===== src/rtl/brcmp_pkg.sv =====
// Shared types and helpers for the iterative RV32I branch comparator.
package brcmp_pkg;

    typedef enum logic [1:0] {
        ST_IDLE = 2'd0,
        ST_BUSY = 2'd1,
        ST_DONE = 2'd2
    } state_e;

    localparam logic [2:0] BEQ  = 3'b000;
    localparam logic [2:0] BNE  = 3'b001;
    localparam logic [2:0] BLT  = 3'b100;
    localparam logic [2:0] BGE  = 3'b101;
    localparam logic [2:0] BLTU = 3'b110;
    localparam logic [2:0] BGEU = 3'b111;

    // 010/011 are the only reserved encodings in the branch major opcode
    function automatic logic f3_illegal(input logic [2:0] f3);
        return (f3 == 3'b010) || (f3 == 3'b011);
    endfunction

    // signedness is chosen by brun, so BLT/BLTU and BGE/BGEU share a decision
    function automatic logic f3_taken(input logic [2:0] f3, input logic lt, input logic eq);
        logic t;
        case (f3)
            BEQ:        t = eq;
            BNE:        t = !eq;
            BLT, BLTU:  t = lt;
            BGE, BGEU:  t = !lt;
            default:    t = 1'b0;
        endcase
        return t;
    endfunction

endpackage


===== src/rtl/brcmp_slice.sv =====
// Combinational unsigned compare of one CHUNK-bit slice; inv_msb flips the
// top bit of both operands so the sign slice orders as two's complement.
module brcmp_slice #(
    parameter int CHUNK = 8
) (
    input  logic [CHUNK-1:0] a,
    input  logic [CHUNK-1:0] b,
    input  logic             inv_msb,
    output logic             lt,
    output logic             eq
);

    logic [CHUNK-1:0] a_m;
    logic [CHUNK-1:0] b_m;

    // optional sign-bit flip, then plain magnitude compare
    always_comb begin
        a_m            = a;
        b_m            = b;
        a_m[CHUNK-1]   = a[CHUNK-1] ^ inv_msb;
        b_m[CHUNK-1]   = b[CHUNK-1] ^ inv_msb;
        lt             = (a_m < b_m);
        eq             = (a_m == b_m);
    end

endmodule


===== src/rtl/brcmp_iter.sv =====
// Iterative branch comparator: walks the operands one slice per cycle from the
// MSB slice down and stops at the first differing slice.
//
// state   | meaning
// IDLE    | ready for a request
// BUSY    | comparing slice idx_q
// DONE    | result held until out_ready
module brcmp_iter
    import brcmp_pkg::*;
#(
    parameter int WIDTH = 32,
    parameter int CHUNK = 8
) (
    input  logic             clk,
    input  logic             rst_n,
    input  logic             in_valid,
    output logic             in_ready,
    input  logic [WIDTH-1:0] a,
    input  logic [WIDTH-1:0] b,
    input  logic             brun,
    input  logic [2:0]       funct3,
    output logic             out_valid,
    input  logic             out_ready,
    output logic             brlt,
    output logic             breq,
    output logic             taken,
    output logic             illegal
);

    localparam int NCHUNK = WIDTH / CHUNK;
    localparam int IW     = (NCHUNK > 1) ? $clog2(NCHUNK) : 1;
    localparam logic [IW-1:0] IDX_TOP = IW'(NCHUNK - 1);

    if (WIDTH % CHUNK != 0) begin : g_bad_chunk
        $error("brcmp_iter: WIDTH must be a multiple of CHUNK");
    end

    state_e           state_q, state_d;
    logic [IW-1:0]    idx_q, idx_d;
    logic [WIDTH-1:0] a_q, a_d;
    logic [WIDTH-1:0] b_q, b_d;
    logic             brun_q, brun_d;
    logic [2:0]       funct3_q, funct3_d;
    logic             brlt_q, brlt_d;
    logic             breq_q, breq_d;

    logic [CHUNK-1:0] sl_a;
    logic [CHUNK-1:0] sl_b;
    logic             sl_inv;
    logic             sl_lt;
    logic             sl_eq;

    // pick the slice under examination; only the top slice gets the sign flip
    always_comb begin
        sl_a = '0;
        sl_b = '0;
        for (int i = 0; i < NCHUNK; i++) begin
            if (idx_q == IW'(i)) begin
                sl_a = a_q[i*CHUNK +: CHUNK];
                sl_b = b_q[i*CHUNK +: CHUNK];
            end
        end
        sl_inv = (idx_q == IDX_TOP) && !brun_q;
    end

    brcmp_slice #(.CHUNK(CHUNK)) u_slice (
        .a       (sl_a),
        .b       (sl_b),
        .inv_msb (sl_inv),
        .lt      (sl_lt),
        .eq      (sl_eq)
    );

    // next-state and output decode
    always_comb begin
        state_d   = state_q;
        idx_d     = idx_q;
        a_d       = a_q;
        b_d       = b_q;
        brun_d    = brun_q;
        funct3_d  = funct3_q;
        brlt_d    = brlt_q;
        breq_d    = breq_q;
        in_ready  = 1'b0;
        out_valid = 1'b0;

        case (state_q)
            ST_IDLE: begin
                in_ready = 1'b1;
                if (in_valid) begin
                    a_d      = a;
                    b_d      = b;
                    brun_d   = brun;
                    funct3_d = funct3;
                    idx_d    = IDX_TOP;
                    state_d  = ST_BUSY;
                end
            end
            ST_BUSY: begin
                if (!sl_eq) begin
                    brlt_d  = sl_lt;
                    breq_d  = 1'b0;
                    state_d = ST_DONE;
                end else if (idx_q == '0) begin
                    brlt_d  = 1'b0;
                    breq_d  = 1'b1;
                    state_d = ST_DONE;
                end else begin
                    idx_d   = idx_q - IW'(1);
                end
            end
            ST_DONE: begin
                out_valid = 1'b1;
                if (out_ready) begin
                    state_d = ST_IDLE;
                end
            end
            default: state_d = ST_IDLE;
        endcase

        brlt    = out_valid & brlt_q;
        breq    = out_valid & breq_q;
        taken   = out_valid & f3_taken(funct3_q, brlt_q, breq_q);
        illegal = out_valid & f3_illegal(funct3_q);
    end

    // state register with synchronous active-low reset
    always_ff @(posedge clk) begin
        if (!rst_n) begin
            state_q  <= ST_IDLE;
            idx_q    <= '0;
            a_q      <= '0;
            b_q      <= '0;
            brun_q   <= 1'b0;
            funct3_q <= 3'b000;
            brlt_q   <= 1'b0;
            breq_q   <= 1'b0;
        end else begin
            state_q  <= state_d;
            idx_q    <= idx_d;
            a_q      <= a_d;
            b_q      <= b_d;
            brun_q   <= brun_d;
            funct3_q <= funct3_d;
            brlt_q   <= brlt_d;
            breq_q   <= breq_d;
        end
    end

endmodule


===== config.mk =====
export PLATFORM = sky130hd
export DESIGN_NAME = brcmp_iter
export DESIGN_NICKNAME = d
export VERILOG_FILES = /design/src/rtl/brcmp_pkg.sv /design/src/rtl/brcmp_slice.sv /design/src/rtl/brcmp_iter.sv
export SDC_FILE = /design/constraint.sdc
export NUM_CORES = 1
export LEC_CHECK = 0
export CAP_MARGIN = 25
export CORE_MARGIN = 3
export CORE_UTILIZATION = 55
export DETAILED_ROUTE_END_ITERATION = 7
export DONT_BUFFER_PORTS = 1
export GPL_TIMING_DRIVEN = 1
export PLACE_DENSITY = 0.7
export SYNTH_ARGS = -nofsm -noshare
export SYNTH_HDL_FRONTEND = slang
export SYNTH_HIERARCHICAL = 1
export SYNTH_SLANG_ARGS = --single-unit

===== constraint.sdc =====
create_clock -name clk -period 6.68 [get_ports clk]
set_input_delay 1.002 -clock clk [delete_from_list [all_inputs] [get_ports clk]]
set_output_delay 1.002 -clock clk [all_outputs]
set_load 0.03 [all_outputs]

# After elaboration in Yosys (flattened, before gate mapping)
# Cells that the tools add are included.
# word_totals
register_bits	74
inputBits	72
out_inout_bits	6
elab_cells	74
# op_classes
addsub	1
order_cmp	1
eq_ne	19
muxes	24
bitwise_logic	6
n_reduce_logical	15
# op_table
operator	n
$mux W8	8
$mux W2	7
$eq A3 B3 Y1 const B	4
$eq A8 B8 Y1	1
$lt A8 B8 Y1	1
$ne A2 B2 Y1 const B	4
$eq A2 B2 Y1 const B	3
$eq A3 B2 Y1 const B	2
$mux W1	6
$pmux W2 S3	1
$and A1 B1 Y1	4
$eq A2 B1 Y1 const B	2
$logic_not A2 Y1	2
$pmux W1 S4	1
$pmux W2 S2	1
$reduce_and A2 Y1	2
$reduce_and A4 Y1	1
$reduce_or A2 Y1	2
$eq A3 B1 Y1 const B	1
$logic_not A1 Y1	3
$logic_not A3 Y1	1
$ne A3 B3 Y1 const B	1
$reduce_and A3 Y1	1
$ne A2 B1 Y1 const B	1
other kinds (5)	6

# Logic depth before layout (Yosys ltp)
# Gate-level depths: netlist of the first run.
# depth
depth_word	9
depth_mapped	16

# Cells and area by module
# The synthesis of the first run kept the hierarchy.
# by_module_without_submodules
mod	n_inst	cells_each	area_each_um2
brcmp_iter	1	414	3309.4
brcmp_slice	1	29	219.0

# Worst setup path before layout of the first run
# No wires, ideal clock.
# synth_timing
path_kind	flip-flop to flip-flop
from	reg idx_q[0]
to	reg brlt_q
t_arrival_ns	2.785
setup_slack_ns	3.824
stages_incl_launch_ff	14
path_buffers	2
synth_period_minus_slack_ns	2.856
path_cell_list	dfxtp_1 > inv_1 > ha_1 > nor2b_1 > clkbuf_2 > buf_4 > a221oi_1 > o31ai_1 > ha_1 > a211oi_2 > o21ai_1 > a221oi_2 > or3b_2 > a21oi_1
# synth_rtl
element	line	text
from (decl)	brcmp_iter.sv:39	logic [IW-1:0] idx_q, idx_d;
from (signal assigned)	brcmp_iter.sv:140	idx_q <= idx_d;
$logic_not A2 Y1	brcmp_iter.sv:58	if (idx_q == IW'(i)) begin
$mux W8 (3 in a row)	brcmp_iter.sv:58	
$mux W8 *	brcmp_iter.sv:58	
net sl_a[3]	brcmp_iter.sv:47	logic [CHUNK-1:0] sl_a;
$lt A8 B8 Y1 *	brcmp_slice.sv:22	lt = (a_m < b_m);
net sl_lt	brcmp_iter.sv:50	logic sl_lt;
$mux W1 *	brcmp_iter.sv:100	if (!sl_eq) begin
to (signal assigned)	brcmp_iter.sv:145	brlt_q <= brlt_d;
to (decl)	brcmp_iter.sv:44	logic brlt_q, brlt_d;
# The timed path passes the listed nets; every way through them passes the cells marked *.
# A chain may end at the register's enable or synchronous reset.

# Final worst setup path of the first run
# layout_timing
from	reg idx_q[1]
to	reg brlt_q
# Same word-level chain as after synthesis.

==> results of run 1 <==
kinds of logic (layout without fill, tap and decap cells):
group,Yosys count,count (layout)
adders and majority gates,12,12
DFF,74,74
buffers and inverters,46,34
xor gates and xnor gates,4,4
and+or+nand+nor,194,194
AOI/OAI and AO/OA,113,113
layout make-up:
type	count	area [µm²]
well taps	75	93.84
fillers	570	2307
clock inverters	6	88.84
clock buffers	10	137.6
repair buffers	5	65.06
flip-flops and latches	74	1481
multi-input cells	323	1838
inverters	13	48.80
flip-flops by register name, indices dropped and copies added, names as in the netlist:
name,count
brun_q,1
b_q,32
idx_q,2
breq_q,1
brlt_q,1
a_q,32
state_q,2
funct3_q,3
worst max-delay path by stage:
stage	from	to	slack (ns)
2_1_floorplan	idx_q[0]$_SDFFE_PN0P_	brlt_q$_SDFFE_PN0P_	3.82
3_3_place_gp	idx_q[1]$_SDFFE_PN0P_	idx_q[1]$_SDFFE_PN0P_	3.15
3_5_place_dp	idx_q[1]$_SDFFE_PN0P_	brlt_q$_SDFFE_PN0P_	2.91
4_1_cts	idx_q[1]$_SDFFE_PN0P_	brlt_q$_SDFFE_PN0P_	2.87
5_1_grt	idx_q[1]$_SDFFE_PN0P_	idx_q[1]$_SDFFE_PN0P_	2.54
6_report	idx_q[1]$_SDFFE_PN0P_	brlt_q$_SDFFE_PN0P_	2.83
cells in the final DEF, fill, tap and decap left out, drive strengths merged:
cell / n
nor3: 2
a22oi: 1
nor2: 9
nand2: 153
or3b: 2
nand2b: 2
and4bb: 1
a221oi: 18
a21oi: 70
clkbuf: 10
buf: 5
o22a: 1
a21o: 1
nor3b: 2
inv: 14
o21ai: 3
o31ai: 16
a211oi: 2
dfxtp: 74
xor2: 3
nand3: 2
bufinv: 2
clkinvlp: 2
a31oi: 1
ha: 12
and2: 2
nor2b: 19
clkinv: 1
xnor2: 1
layer usage:
metal / global-route usage (%) / vias to the layer above / wire length [µm]
met5: 0 / - / 0
met4: 8.633 / 0 / 140
met3: 6.436 / 15 / 449
met2: 32.66 / 77 / 3469
met1: 29.90 / 1310 / 3794
li1: - / 1451 / -
worst max-delay path, stage by stage (launching register included):
cell	delay [ns]
dfxtp_1	0.37
inv_1	0.09
ha_1	0.39
nor2b_1	0.90
a221oi_1	0.23
o31ai_1	0.35
ha_1	0.30
a211oi_2	0.21
o21ai_1	0.10
a221oi_2	0.21
or3b_2	0.46
a21oi_1	0.15
power by group through the flow:
| stage | clock [mW] | sequential [mW] | combinational, mW |
|---|---|---|---|
| after detailed placement | 0 | 0.506 | 0.192 |
| after CTS | 0.395 | 0.496 | 0.193 |
| after global routing | 0.417 | 0.499 | 0.218 |
| after floorplan | 0 | 0.497 | 0.166 |
| after global placement | 0 | 0.506 | 0.184 |
| final | 0.390 | 0.495 | 0.195 |
==> impl_metrics.yaml, run 1 <==
outcome:
  run_status: "finished clean"
placement:
  area_post_placement_um2: 3500
  numPlacedInstances: 489
  detailedPlace.worstSlack_ns: 2.913
  dpl.hpwl_um: 5600
  gpl.final_weighted_congestion: 0.8544
  place.port_buffers: 0
setup_path:
  cp_max_fo: 17
  required_worst_endpoint_ns: 6.95
  worstPathArrival_ns: 4.12
  timing.rr.end: "brlt_q$_SDFFE_PN0P_"
  end_kind: "flop"
  crit-reg2reg-launch: "idx_q[1]$_SDFFE_PN0P_"
  startpoint_type: "flop"
  regToRegSetupSlack_ns: 2.83
  crit_type: "flop to flop"
  reg2reg_depth: 11
timing:
  finalSetupViolCount: 0
  grt_setup_unrepaired: "no"
  finalHoldViolations: 0
  worst_margin_pin_slew_ns: 1.058
  timing.final.crit_period_ns: 3.849
  final_critical_path_setup_slack_ns: 2.831
  slew_headroom_pct: 29.32
  timing.final.crit_share_pct: 57.62
  final-max-slew-violation-count: 0
  clock_skew_ns: 0.01020
  final.hold.worst_slack_ns: 0.4621
  finalSetupTns_ns: 0
  fmax_mhz: 259.8
yosys:
  seq_area_frac_synth_pct: 41.99
  largest_family_of_logic_cells_by_synthesized_area: "simple AND/OR/NAND/NOR gates"
  yosysMostFrequentCell: "nand2_1"
  netlist.area_leader.share_pct: 41.99
  syn-cell-area_um2: 3528
  post_synth_edffs: 0
  synth_flop_cell: "dfxtp_1"
  post_synth.cell_area_avg_um2: 7.965
  yosys.cell_types.count: 38
  post_synth_inst_count: 443
  muxShareOfSynthArea_pct: 0
  netlist_top_cells_area: "dfxtp_1, nand2_1, a21oi_1, a21oi_2, ha_1"
  synth_compound_area_share_pct: 21.95
  cell_taking_the_most_area_after_synthesis: "dfxtp_1"
  synth_async_sr_flop_share_pct: 0
  synth-simple-area-share_pct: 24.89
  synth.top_cells.by_count: "nand2_1, dfxtp_1, a21oi_1"
  yosys_warnings: 6
  synth-seq-cells: 74
  share_of_synthesized_cell_area_in_full_adder_half_adder_and_majority_cells_pct: 4.255
  synth_xor_xnor_area_share_pct: 0.9929
  synth_fp_nets: 527
min_path:
  hold_path_class: "flop to flop"
  worst_hold_path.endpoint: "a_q[20]$_SDFFE_PN0P_"
  hold-path-cell-count: 2
  hp-start: "a_q[20]$_SDFFE_PN0P_"
cells_and_area:
  final_net_count: 510
  layout-area-overhead-vs-synth_pct: 6.383
  post-route-util_pct: 61.93
  drive_above_1_share_pct: 15.78
  num_antenna_cells: 0
  non_filler_cell_area_final_um2: 3754
  layout.cells.non_filler: 506
drt:
  drc_errors: 0
  drt_first_iter_violations: 115
  vias: 2853
  postRouteWirelength_um: 7854
  avgRoutedWirePerCell_um: 15.52
  detailed_router_iteration_count_before_antenna_repair: 5
  post_detailed_route_via_to_cell_ratio: 5.638
  ant_nets: 0
global_routing:
  global_route.usage.total_pct: 21.96
  grt_start_max_net_pins: 74
  grt.overflow.total: 0
  global_route_wire_length_before_repair_um: 12770
  first_global_vias: 2674
  antenna_violations_before_repair: 0
power:
  seqPwrFrac_pct: 45.9
  netSwitchingPower_mw: 0.3097
  p_clk_share_pct: 36.1
  vdd_ir_drop_max_mv: 0.1978
  totalPowerFinal_mw: 1.080
  switch_share_pct: 28.68
  power.leakage_nw: 1.378
  cellInternalPower_mw: 0.7701
  power_density_nw_per_um2: 287.7
  share_comb_of_total_power_pct: 18.0
floorplan:
  core_area_um2: 6061
  io_pins: 78
  initial_core_util_pct: 58.22
  fp.dieH_um: 86.10
  rows: 28
  die_w_um: 86.10
  fp.dieArea_um2: 7412
cts:
  cts-buffers-inserted: 9
  post_cts_resized: 0
  cts_max_path_buffers: 2
  cts_setup_buffers: 0
  cts_htree_levels: 3
  tritoncts_clock_tree: "yes"
  clockRootBuffer: "clkbuf_8"
  clk-insertion-delay-late_ns: 0.35
  clock_sink_count: 74
  postCtsHoldBufs: 0
  clkSlewWorstSetupHoldPaths_ns: 0.08
job:
  max_cap_viol_count: 0
Power figures use the tool's default switching activity.
==> inputs of run 2 (changes only) <==
Settings changed: PLACE_DENSITY 0.7 to 0.73.
Clock period 6.68 ns to 3.25 ns, I/O delays scaled along.
==> run 2 against run 1 <==
  * Critical path depth rose by 2
  * Largest power group unchanged
  * Global-route usage is 0.40 points higher
  * Final area decreased by 0.43%
  * Highest routed layer unchanged
  * Cell count is 1.2% higher
==> impl_metrics.yaml, run 2 (synthesis gave the netlist of run 1 again) <==
cts:
  clk-insertion-delay-late_ns: 0.35
  cts_htree_levels: 3
  tritoncts_clock_tree: "yes"
  cts_setup_buffers: 0
  cts_max_path_buffers: 2
  clockRootBuffer: "clkbuf_8"
  clock_sink_count: 74
  clkSlewWorstSetupHoldPaths_ns: 0.08
  cts-buffers-inserted: 9
setup_path:
  startpoint_type: "flop"
  reg2reg_depth: 13
  timing.rr.end: "brlt_q$_SDFFE_PN0P_"
  crit_type: "flop to flop"
  crit-reg2reg-launch: "idx_q[0]$_SDFFE_PN0P_"
  regToRegSetupSlack_ns: 0.22
  setup.worst_path.end: "brlt_q$_SDFFE_PN0P_"
  crit_path_top_delay_cell: "or3b_2"
  end_kind: "flop"
  worstPathArrival_ns: 3.31
  worstSetupStartpoint: "idx_q[0]$_SDFFE_PN0P_"
  worst-path-buf-inv: 2
  cp_top_family: "simple AND/OR/NAND/NOR gates"
  worst-path-stages: 13
  required_worst_endpoint_ns: 3.53
  cp_cell_sequence: "inv_1 > ha_1 > nor2b_1 > buf_4 > a221oi_2 > o31ai_1 > xnor2_1 > ha_1 > nand3_1 > nor2_1 > a221oi_2 > or3b_2 > a21oi_1"
  cp_slowest_stage_delay_ns: 0.46
  cp_max_fo: 16
timing:
  finalHoldViolations: 0
  slew_headroom_pct: 51.89
  final-max-slew-violation-count: 0
  fmax_mhz: 329.5
  timing.final.crit_share_pct: 93.37
  worst_margin_pin_slew_ns: 0.7207
  finalSetupViolCount: 0
  timing.final.crit_period_ns: 3.034
  clock_skew_ns: 0.005819
placement:
  area_post_placement_um2: 3545
  gpl.final_weighted_congestion: 0.8688
  place.port_buffers: 0
  numPlacedInstances: 496
  dpl.hpwl_um: 5761
cells_and_area:
  layout.cells.most_common_list: "nand2_1, dfxtp_1, a21oi_1"
  non_filler_cell_area_final_um2: 3737
  regArea_um2: 1483
  layout-area-overhead-vs-synth_pct: 5.922
  final.fill_count: 580
  layout.cells.non_filler: 512
  layout.cells.most_common: "nand2_1"
  num_antenna_cells: 0
  final_net_count: 516
  reg_top3: "a_q (32), b_q (32), funct3_q (3)"
  multi_input_comb_area_um2: 1858
  drive_above_1_share_pct: 17.62
outcome:
  run_status: "finished clean"
drt:
  avgRoutedWirePerCell_um: 15.37
  drc_errors: 0
  vias: 2869
  postRouteWirelength_um: 7870
  drt_first_iter_violations: 122
  ant_nets: 0
  post_detailed_route_via_to_cell_ratio: 5.604
  detailed_router_iteration_count_before_antenna_repair: 4
min_path:
  hold_path_class: "input pin to flop"
  hp-start: "b[14]"
power:
  cellInternalPower_mw: 1.413
  vdd_ir_drop_max_mv: 0.4080
  power_density_nw_per_um2: 552.7
  power.leakage_nw: 1.384
  seqPwrFrac_pct: 49.3
  netSwitchingPower_mw: 0.6529
  switch_share_pct: 31.61
  totalPowerFinal_mw: 2.066
  p_clk_share_pct: 30.5
  share_comb_of_total_power_pct: 20.2
job:
  max_cap_viol_count: 0
global_routing:
  grt_start_max_net_pins: 42
  global_route_wire_length_before_repair_um: 13080
  first_global_vias: 2743
  antenna_violations_before_repair: 0
  global_route.usage.total_pct: 22.35
  grt.overflow.total: 0
floorplan:
  fp.dieH_um: 86.10
  fp.dieArea_um2: 7412
  rows: 28
  io_pins: 78
  core_area_um2: 6061
  die_w_um: 86.10
  initial_core_util_pct: 58.22
run 2: cell count changes in the layout (fill, tap and decap cells not counted), sizes merged:
| cell | delta |
|---|---|
| clkinv | +4 |
| clkinvlp | -1 |
| bufinv | -2 |
| inv | -1 |
| buf | +6 |
run 2: worst reg2reg max path, cell delays in order, from the launching register on:
cell and delay [ns]:
dfxtp_2 0.35, inv_1 0.09, ha_1 0.22, nor2b_1 0.17, buf_4 0.23, a221oi_2 0.08
o31ai_1 0.31, xnor2_1 0.17, ha_1 0.28, nand3_1 0.16, nor2_1 0.08, a221oi_2 0.23
or3b_2 0.46, a21oi_1 0.14
run 2: power groups by stage:
stage | clock [mW] | combinational (mW) | sequential, mW
5_1_grt | 0.680 | 0.471 | 1.03
3_3_place_gp | 0 | 0.387 | 1.04
2_1_floorplan | 0 | 0.341 | 1.02
6_report | 0.630 | 0.417 | 1.02
3_5_place_dp | 0 | 0.400 | 1.04
4_1_cts | 0.642 | 0.403 | 1.02
run 2: layer usage:
metal / wire length (µm) / track usage, % / vias to the layer above
met2: 3669 / 35.04 / 72
met1: 3687 / 30.13 / 1322
met5: 0 / 0 / -
li1: - / - / 1467
met3: 422 / 5.860 / 8
met4: 90 / 6.906 / 0
run 2: metrics by stage:
step | worst slack, ns | hold slack, ns | TNS, ns | util (%)
floorplan | 0.3939 | 0.4361 | 0 | -
global placement | 0.1931 | 0.4467 | 0 | 58.48
detailed placement | 0.04851 | 0.4484 | 0 | 58.48
CTS | 0.07846 | 0.2476 | 0 | 61.35
global route | -0.01828 | 0.2445 | -0.02481 | 61.66
finish | 0.2155 | 0.2610 | 0 | 61.66
run 2: cell type report:
cell class,instances,share of cell area (%)
timing repair buffer,11,2.210
clock inverter,6,1.172
sequential,74,39.67
clock buffer,10,3.415
multi-input combinational,323,49.72
tap,75,2.511
inverter,13,1.306
run 2: how the worst min path moves through the flow:
stage | depth (start not counted) | end
detailed placement | 2 | b_q[13]$_SDFFE_PN0P_
floorplan | 2 | a_q[0]$_SDFFE_PN0P_
finish | 2 | b_q[14]$_SDFFE_PN0P_
global placement | 2 | b_q[13]$_SDFFE_PN0P_
global route | 2 | b_q[14]$_SDFFE_PN0P_
CTS | 2 | b_q[11]$_SDFFE_PN0P_
run 2: timing repair:
| action | in CTS | in global routing |
|---|---|---|
| setup endpoints to repair | 1 | 5 |
| pin swaps | 0 | 1 |
| gates resized for setup | 1 | 4 |
| hold buffers | 0 | 0 |
==> inputs of run 3 (changes only) <==
Settings changed: CORE_MARGIN 3 to unset, CORE_UTILIZATION 55 to 51, HOLD_SLACK_MARGIN set to 0.15, PLACE_DENSITY 0.73 to 0.69.
==> run 3 against run 2 <==
  * Critical path depth decreased by 1
  * Clock-buffer cell count increased by 1
  * Sequential share of layout area decreased by 0.74 points
  * Flip-flop and latch count unchanged
  * Clock power increased by 40%
  * Cell count decreased by 0.39%
  * Maximum frequency decreased by 0.35%
  * Combinational power decreased by 2%
  * Power increased by 12%
  * Non-clock buffer count decreased by 3
  * Routed wire length decreased by 0.50%
  * Largest cell class unchanged
==> impl_metrics.yaml, run 3 (synthesis gave the netlist of run 1 again) <==
outcome:
  run_status: "finished clean"
cells_and_area:
  layout.cells.most_common_list: "nand2_1, dfxtp_1, a21oi_1"
  final_net_count: 513
  num_antenna_cells: 0
  final.fill_count: 617
  layout-area-overhead-vs-synth_pct: 7.943
  drive_above_1_share_pct: 17.32
  reg_top3: "a_q (32), b_q (32), funct3_q (3)"
  layout.cells.non_filler: 510
  multi_input_comb_area_um2: 1858
  regArea_um2: 1483
  layout.cells.most_common: "nand2_1"
power:
  p_clk_share_pct: 38.3
  vdd_ir_drop_max_mv: 0.3212
  totalPowerFinal_mw: 2.311
  share_comb_of_total_power_pct: 17.7
  power_density_nw_per_um2: 606.7
  power.leakage_nw: 1.412
  switch_share_pct: 27.28
  seqPwrFrac_pct: 44.0
  netSwitchingPower_mw: 0.6305
  cellInternalPower_mw: 1.680
drt:
  vias: 2891
  detailed_router_iteration_count_before_antenna_repair: 4
  postRouteWirelength_um: 7831
  ant_nets: 0
  drc_errors: 0
  post_detailed_route_via_to_cell_ratio: 5.669
  drt_first_iter_violations: 160
  avgRoutedWirePerCell_um: 15.35
global_routing:
  global_route_wire_length_before_repair_um: 13030
  antenna_violations_before_repair: 0
  global_route.usage.total_pct: 23.27
  first_global_vias: 2793
  grt.overflow.total: 0
  grt_start_max_net_pins: 42
timing:
  worst_margin_pin_slew_ns: 0.7551
  slew_headroom_pct: 49.66
  fmax_mhz: 328.4
  timing.final.crit_share_pct: 93.70
  clock_skew_ns: 0.007554
  grt_setup_unrepaired: "no"
  timing.final.crit_period_ns: 3.045
  final-max-slew-violation-count: 0
  finalSetupViolCount: 0
  finalSetupTns_ns: 0
  finalHoldViolations: 0
floorplan:
  core_area_um2: 6495
  fp.dieArea_um2: 7255
  fp.dieH_um: 85.18
  rows: 29
  io_pins: 78
  initial_core_util_pct: 54.32
  die_w_um: 85.18
cts:
  clkSlewWorstSetupHoldPaths_ns: 0.07
  cts_max_path_buffers: 2
  tritoncts_clock_tree: "yes"
  clock_sink_count: 74
  cts-buffers-inserted: 9
  clockRootBuffer: "clkbuf_8"
  clk-insertion-delay-late_ns: 0.36
  postCtsHoldBufs: 0
  cts_htree_levels: 3
setup_path:
  required_worst_endpoint_ns: 3.53
  worstPathArrival_ns: 3.33
  crit_type: "flop to flop"
  end_kind: "flop"
  startpoint_type: "flop"
  cp_max_fo: 16
placement:
  numPlacedInstances: 495
  dpl.hpwl_um: 5602
  place.port_buffers: 0
  gpl.final_weighted_congestion: 0.8459
min_path:
  hold_path_class: "input pin to flop"
job:
  max_cap_viol_count: 0
run 3: through the flow:
step	setup slack, ns	hold WS [ns]	cell area (µm²)	util (%)
floorplan	0.3939	0.4361	3528	-
global placement	0.1689	0.4460	3537	54.46
detailed placement	-0.1066	0.4492	3537	54.46
CTS	0.07223	0.2505	3790	58.35
global route	0.04124	0.2536	3809	58.64
finish	0.2048	0.2591	3809	58.64
run 3: repair_timing:
| item | in CTS | in global routing |
|---|---|---|
| resized for setup | 1 | 4 |
| buffers inserted | 0 | 0 |
| setup endpoints to repair | 2 | 5 |
run 3: worst max-delay path, cell delays in order, from the launching register on:
cell      delay (ns)
dfxtp_2         0.37
inv_1           0.08
ha_1            0.23
nor2b_1         0.14
buf_4           0.19
a221oi_1        0.47
o31ai_1         0.16
ha_1            0.23
a211oi_2        0.18
o21ai_1         0.10
a221oi_2        0.22
or3b_2          0.46
a21oi_1         0.15
run 3: area by class of cell:
class / count / share of cell area (%)
Multi-Input combinational cell: 323 / 48.78
Sequential cell: 74 / 38.93
Clock buffer: 11 / 3.975
Clock inverter: 4 / 2.595
Tap cell: 77 / 2.530
Timing Repair Buffer: 8 / 1.905
Inverter: 13 / 1.281
run 3: final timing paths:
check	startpoint	to	slack [ns]	cells past startpoint
max	idx_q[0]$_SDFFE_PN0P_	brlt_q$_SDFFE_PN0P_	0.20	12
min	b[18]	b_q[18]$_SDFFE_PN0P_	0.26	2
max reg2reg	idx_q[0]$_SDFFE_PN0P_	brlt_q$_SDFFE_PN0P_	0.20	12
min reg2reg	b_q[19]$_SDFFE_PN0P_	b_q[19]$_SDFFE_PN0P_	0.46	2
run 3: metal layers:
layer  track usage, %  share of wire [%]  wire, µm  up-vias
met1            29.68                 47      3650     1345
met5                0                  0         0        -
met2            37.02                 46      3616       76
li1                 -                  -         -     1457
met3            7.588                5.5       434       13
met4            8.166                1.6       129        0
run 3: power by group through the flow:
stage,combinational [mW],clock [mW],sequential [mW]
floorplan,0.341,0,1.02
global placement,0.390,0,1.04
detailed placement,0.403,0,1.04
CTS,0.405,0.897,1.02
global route,0.464,0.933,1.02
finish,0.409,0.885,1.02
